File: src/rtl/ex_pkg.sv
// Shared constants for the execute-stage issue slot: memory size encodings,
// exception codes, reset PC and functional-unit channel indices.
package ex_pkg;

    typedef enum logic [1:0] {
        MemByte   = 2'd0,
        MemHalf   = 2'd1,
        MemWord   = 2'd2,
        MemDouble = 2'd3
    } mem_size_e;

    localparam logic [5:0]  ALE_ECODE_DEF = 6'h9;
    localparam logic [31:0] RESET_PC_DEF  = 32'h1c00_0000;

    localparam int unsigned FU_MUL = 0;
    localparam int unsigned FU_DIV = 1;

endpackage

File: src/rtl/ex_align_check.sv
// Combinational misaligned-access detector; double accesses fall back to word
// alignment when the datapath is narrower than 64 bits.
module ex_align_check
    import ex_pkg::*;
#(
    parameter int unsigned XLEN = 32
) (
    input  logic       is_mem_i,
    input  logic [1:0] mem_size_i,
    input  logic [2:0] addr_lsb_i,
    output logic       ale_o
);

    localparam logic [2:0] DoubleMask = (XLEN == 64) ? 3'b111 : 3'b011;

    logic misaligned;

    always_comb begin
        misaligned = 1'b0;
        unique case (mem_size_e'(mem_size_i))
            MemByte:   misaligned = 1'b0;
            MemHalf:   misaligned = addr_lsb_i[0];
            MemWord:   misaligned = |addr_lsb_i[1:0];
            MemDouble: misaligned = |(addr_lsb_i & DoubleMask);
            default:   misaligned = 1'b0;
        endcase
    end

    assign ale_o = is_mem_i & misaligned;

endmodule

File: src/rtl/ex_fu_issue_stage.sv
// Execute-stage slot: issues one request per instruction to a multi-cycle unit,
// flags misaligned accesses and registers the result toward MEM.
module ex_fu_issue_stage
    import ex_pkg::*;
#(
    parameter int unsigned     XLEN        = 32,
    parameter int unsigned     PAYLOAD_W   = 96,
    parameter int unsigned     NUM_FU      = 2,
    parameter logic [5:0]      ALE_ECODE   = ALE_ECODE_DEF,
    parameter logic [XLEN-1:0] RESET_PC    = XLEN'(RESET_PC_DEF),
    parameter int unsigned     STALL_CNT_W = 16
) (
    input  logic                   clk,
    input  logic                   rst,

    input  logic                   in_valid,
    output logic                   in_ready,
    input  logic [PAYLOAD_W-1:0]   in_payload,
    input  logic [XLEN-1:0]        in_pc,
    input  logic [XLEN-1:0]        in_addr,
    input  logic                   in_is_mem,
    input  logic [1:0]             in_mem_size,
    input  logic [NUM_FU-1:0]      in_fu_sel,
    input  logic                   in_exc,
    input  logic [5:0]             in_ecode,
    input  logic [8:0]             in_esubcode,
    input  logic                   in_ertn,

    input  logic                   ex_flush,
    input  logic                   ertn_flush,
    input  logic                   next_flush,
    output logic                   this_flush,

    output logic [NUM_FU-1:0]      fu_req_valid,
    input  logic [NUM_FU-1:0]      fu_req_ready,

    output logic                   out_valid,
    input  logic                   out_ready,
    output logic [PAYLOAD_W-1:0]   out_payload,
    output logic [XLEN-1:0]        out_pc,
    output logic [XLEN-1:0]        out_result,
    output logic                   out_exc,
    output logic [5:0]             out_ecode,
    output logic [8:0]             out_esubcode,
    output logic [XLEN-1:0]        out_badv,
    output logic                   out_ertn,
    output logic [NUM_FU-1:0]      out_fu_sel,

    output logic [STALL_CNT_W-1:0] stall_cnt
);

    logic ale;
    logic kill;
    logic fu_hs;
    logic ready_go;
    logic adv;
    logic stall_inc;

    logic                   req_done_q, req_done_d;
    logic                   out_valid_q, out_valid_d;
    logic [STALL_CNT_W-1:0] stall_cnt_q, stall_cnt_d;

    logic [PAYLOAD_W-1:0] payload_q;
    logic [XLEN-1:0]      pc_q;
    logic [XLEN-1:0]      result_q;
    logic [XLEN-1:0]      badv_q;
    logic                 exc_q;
    logic [5:0]           ecode_q;
    logic [8:0]           esubcode_q;
    logic                 ertn_q;
    logic [NUM_FU-1:0]    fu_sel_q;

    ex_align_check #(
        .XLEN (XLEN)
    ) u_align_check (
        .is_mem_i   (in_is_mem),
        .mem_size_i (in_mem_size),
        .addr_lsb_i (in_addr[2:0]),
        .ale_o      (ale)
    );

    assign kill       = ex_flush | ertn_flush;
    assign this_flush = (in_valid & (in_exc | ale)) | next_flush;

    // req_done_q suppresses re-issue while MEM back-pressures an accepted request.
    assign fu_req_valid = in_fu_sel
                        & {NUM_FU{in_valid & ~req_done_q & ~this_flush & ~kill}};
    assign fu_hs        = |(fu_req_valid & fu_req_ready);

    assign ready_go  = ~in_valid | kill | this_flush | (in_fu_sel == '0) | fu_hs | req_done_q;
    assign in_ready  = ~rst & (~in_valid | (ready_go & out_ready));
    assign adv       = in_valid & ready_go & out_ready;
    assign stall_inc = in_valid & ~kill & ~ready_go;

    always_comb begin
        req_done_d = req_done_q;
        if (adv || kill) begin
            req_done_d = 1'b0;
        end else if (fu_hs && !out_ready) begin
            req_done_d = 1'b1;
        end
    end

    always_comb begin
        out_valid_d = out_valid_q;
        if (out_ready) begin
            out_valid_d = in_valid & ready_go & ~kill;
        end
    end

    always_comb begin
        stall_cnt_d = stall_cnt_q;
        if (stall_inc && !(&stall_cnt_q)) begin
            stall_cnt_d = stall_cnt_q + STALL_CNT_W'(1);
        end
    end

    always_ff @(posedge clk or posedge rst) begin
        if (rst) begin
            req_done_q  <= 1'b0;
            out_valid_q <= 1'b0;
            stall_cnt_q <= '0;
        end else begin
            req_done_q  <= req_done_d;
            out_valid_q <= out_valid_d;
            stall_cnt_q <= stall_cnt_d;
        end
    end

    // Upstream exceptions take priority over a locally detected misalignment.
    always_ff @(posedge clk or posedge rst) begin
        if (rst) begin
            payload_q  <= '0;
            pc_q       <= RESET_PC;
            result_q   <= '0;
            badv_q     <= '0;
            exc_q      <= 1'b0;
            ecode_q    <= '0;
            esubcode_q <= '0;
            ertn_q     <= 1'b0;
            fu_sel_q   <= '0;
        end else if (adv) begin
            payload_q  <= in_payload;
            pc_q       <= in_pc;
            result_q   <= in_addr;
            badv_q     <= in_addr;
            exc_q      <= in_exc | ale;
            ecode_q    <= in_exc ? in_ecode : (ale ? ALE_ECODE : 6'h0);
            esubcode_q <= in_exc ? in_esubcode : 9'h0;
            ertn_q     <= in_ertn;
            fu_sel_q   <= in_fu_sel;
        end
    end

    assign out_valid    = out_valid_q;
    assign out_payload  = payload_q;
    assign out_pc       = pc_q;
    assign out_result   = result_q;
    assign out_badv     = badv_q;
    assign out_exc      = exc_q;
    assign out_ecode    = ecode_q;
    assign out_esubcode = esubcode_q;
    assign out_ertn     = ertn_q;
    assign out_fu_sel   = fu_sel_q;
    assign stall_cnt    = stall_cnt_q;

endmodule
File: config.mk
export PLATFORM = sky130hd
export DESIGN_NAME = ex_fu_issue_stage
export DESIGN_NICKNAME = d
export VERILOG_FILES = /design/src/rtl/ex_pkg.sv /design/src/rtl/ex_align_check.sv /design/src/rtl/ex_fu_issue_stage.sv
export SDC_FILE = /design/constraint.sdc
export NUM_CORES = 1
export LEC_CHECK = 0
export BUFFER_PORTS_ARGS = -buffer_cell sky130_fd_sc_hd__buf_2
export CORE_AREA = 4 4 162 164
export CTS_CLUSTER_SIZE = 20
export DETAILED_ROUTE_END_ITERATION = 6
export DIE_AREA = 0 0 166 168
export GPL_TIMING_DRIVEN = 0
export PLACE_DENSITY_LB_ADDON = 0.05
export REMOVE_ABC_BUFFERS = 1
export SKIP_LAST_GASP = 1
export SYNTH_ARGS = -nofsm -noshare
export SYNTH_HDL_FRONTEND = slang
export SYNTH_SLANG_ARGS = --single-unit
File: constraint.sdc
create_clock -name clk -period 15.36 [get_ports clk]
set_clock_uncertainty 0.05 [all_clocks]
set_input_delay 3.072 -clock clk [delete_from_list [all_inputs] [get_ports clk]]
set_output_delay 3.072 -clock clk [all_outputs]
set_load 0.005 [all_outputs]
==> out/metrics.cfg <==
[yosys]
synth_edf_count=0
ys_types=34
synth_area_um2=7960
netlist_instances=547
yosys_warnings=0
ys_seq_area_share_pct=62.0
async_flop_share_pct=100
syn_area_per_cell_um2=14.5
synthFlopType=dfrtp_1
ys_ff_latch=197

[worst_hold_path]
whs_path_depth=2
hold_end=out_esubcode[7]
hold_start=out_esubcode[7]
hp-class=reg2reg

[global_routing]
grt_pass1_vias=5768
antenna_found_initial=2
grt_max_degree=107
grt_overflow=0
grt_usage_pct=15.9
grt_pass1_wl_um=34700

[cells_and_area]
drive_gt1_share_pct=54.2
fin_nets=1135
fillers=2339
areaGrowthSynthToFinish_pct=36.8
final_cells=1287

[placement]
place_hpwl_um=17500
dpl.cell_count=1254
gp_congestion=0.759
port_buffers=422

[power]
powerDensity_nw_per_um2=119
peakVddDrop_uv=58.9
leakagePower_uw=0.00549
power_uw=1290

[critical_path]
critPathBufInv=2
worstPathArrival_ps=4350
r2r_start=req_done_q
worst-setup-path-type=in2out
r2r_setup_slack_ps=12640
worstSetupEndpointType=primary output
r2r_cells=8
max_stage_delay_ps=390
crit_chain=buf_2 > o21a_1 > o21a_1 > nor3_1 > and2_1 > buf_2
worstSetupStartpointType=input port
cp_slowest_cell=nor3_1
critical_path.top_delay_family=simple AND/OR/NAND/NOR gates
critical_path_required_ps=12240
rr_endpoint=out_badv[15]
path_max_fanout=6

[clock_network]
clk_pin_slew_ps=80
cts_root_buf=clkbuf_16
h-tree-depth=4
cts_setup_buffers=0
cts_tree=yes
cts_sinks=197
insertion_delay_ps=430
cts.repair.resized=0
hold_buffers=0
cts_inserted_buffers=17
clk_path_buf_depth=2

[die]
io_pins=423
initial_utilization_pct=32.0
core_area_um2=24900
num_rows=58
fp.dieH_um=168
die_area_um2=27900
die_w_um=166

[timing]
rsz0062_at_grt=false
max_freq_mhz=134
setup_violations=0
drv_slew=0
fin_crit_ps=7470
max_slew.worst_pin.slew_ps=689
relSlewSlack_pct=54.1
fin_tns_setup_ps=0
finalHoldViolCount=0
min_period_over_period_pct=48.6

[outcome]
status=completed

[detailed_routing]
dr.first_iter.drc_count=216
drc_errors=0
wl_per_cell_um=17.6
wl_um=22600
vias_per_cell=4.38
ant_nets=0
dr_total_vias=5643
drtPass1Iterations=4

[job]
maxCapViolCount=0

==> routing by layer <==
| layer | GRT usage (%) | up-vias | share of wire [%] | wire length (um) |
|---|---|---|---|---|
| met5 | 0 | - | 0.031 | 7 |
| met4 | 4.34 | 2 | 1.3 | 289 |
| met3 | 5.87 | 20 | 8.7 | 1960 |
| met2 | 28.0 | 240 | 51 | 11500 |
| met1 | 18.4 | 2716 | 39 | 8860 |
| li1 | - | 2665 | - | - |
==> registers in the layout, summed over array words and instances, names as in the netlist, 2 cells and up <==
| register | count |
|---|---|
| out_badv | 32 |
| out_ecode | 6 |
| out_esubcode | 9 |
| out_fu_sel | 2 |
| out_payload | 96 |
| out_pc | 32 |
| stall_cnt | 16 |
==> cell type report <==
class                   count  area, um2  area share (%)
flip-flops and latches    197       4930            45.3
well taps                 330        413            3.79
multi-input cells         294       2580            23.7
repair buffers            432       2370            21.8
inverters                   1       11.3           0.103
clock inverters            14        139            1.28
diodes                      1       2.50          0.0230
clock buffers              18        429            3.94
==> metrics by stage <==
stage	setup WS (ps)	hold WS [ps]	utilization, %	instance area [um2]
floorplan	6870	423	-	7520
finish	7890	429	43.7	10900
global placement	3920	408	40.4	10000
CTS	7880	434	43.7	10900
detailed placement	7890	415	41.4	10300
global route	7780	448	43.7	10900
==> Yosys cell counts, drive strengths merged (4+ instances only) <==
| cell | count | area (um2) |
|---|---|---|
| a21oi | 4 | 20.0 |
| and3 | 8 | 50.1 |
| buf | 52 | 424 |
| dfrtp | 194 | 4850 |
| mux2 | 165 | 1860 |
| nand2 | 37 | 139 |
| nand3 | 7 | 35.0 |
| nand4 | 5 | 31.3 |
| nor2 | 13 | 48.8 |
| o21ai | 19 | 95.1 |
| xnor2 | 5 | 43.8 |
| xor2 | 9 | 78.8 |
==> report_power, final <==
part	switching (uW)	internal (uW)	total [uW]
clock network	223	216	439
registers	34.7	590	625
logic	103	126	228
total	360	932	1290
==> cell usage in the layout, fill, tap and decap left out, types with 3 or more instances in the layout <==
master     count
buf_2        422
and3_1         8
nor2_1        13
nand2_1       37
nand4_1        5
inv_8          4
a21oi_1        4
clkinv_4       3
mux2_1       117
nand3_1        7
xor2_1         9
mux2_2        48
dfrtp_1      194
clkbuf_16     17
nor3_1         3
inv_6          3
buf_16         8
xnor2_1        5
o21ai_0       19
dfstp_2        3
and2_1         3
==> worst max-delay path by stage <==
stage | start | end | slack, ps | cells past startpoint
after floorplan | rst | out_badv[0] | 6870 | 1
after global placement | rst | out_payload[18] | 3920 | 2
after detailed placement | in_mem_size[1] | fu_req_valid[1] | 7890 | 6
after CTS | in_mem_size[1] | fu_req_valid[1] | 7880 | 6
after global routing | in_exc | in_ready | 7780 | 6
final | in_mem_size[1] | fu_req_valid[1] | 7890 | 6
==> logic make-up after synthesis <==
family | share of synthesized area (%)
simple gates | 5.00
buf+inv | 5.52
fa+ha+maj | 0.157
xor+xnor | 1.54
flops | 62.0
mux | 23.3
compound gates | 2.44
==> worst reg2reg max path, delay by kind of cell (launching register included) <==
family          cells  cell delay (ps)
simple gates        2              400
buf+inv             4              850
compound gates      1              580
flops               1              380
mux                 1              350
Note: power is estimated with default switching activity, not from simulation.
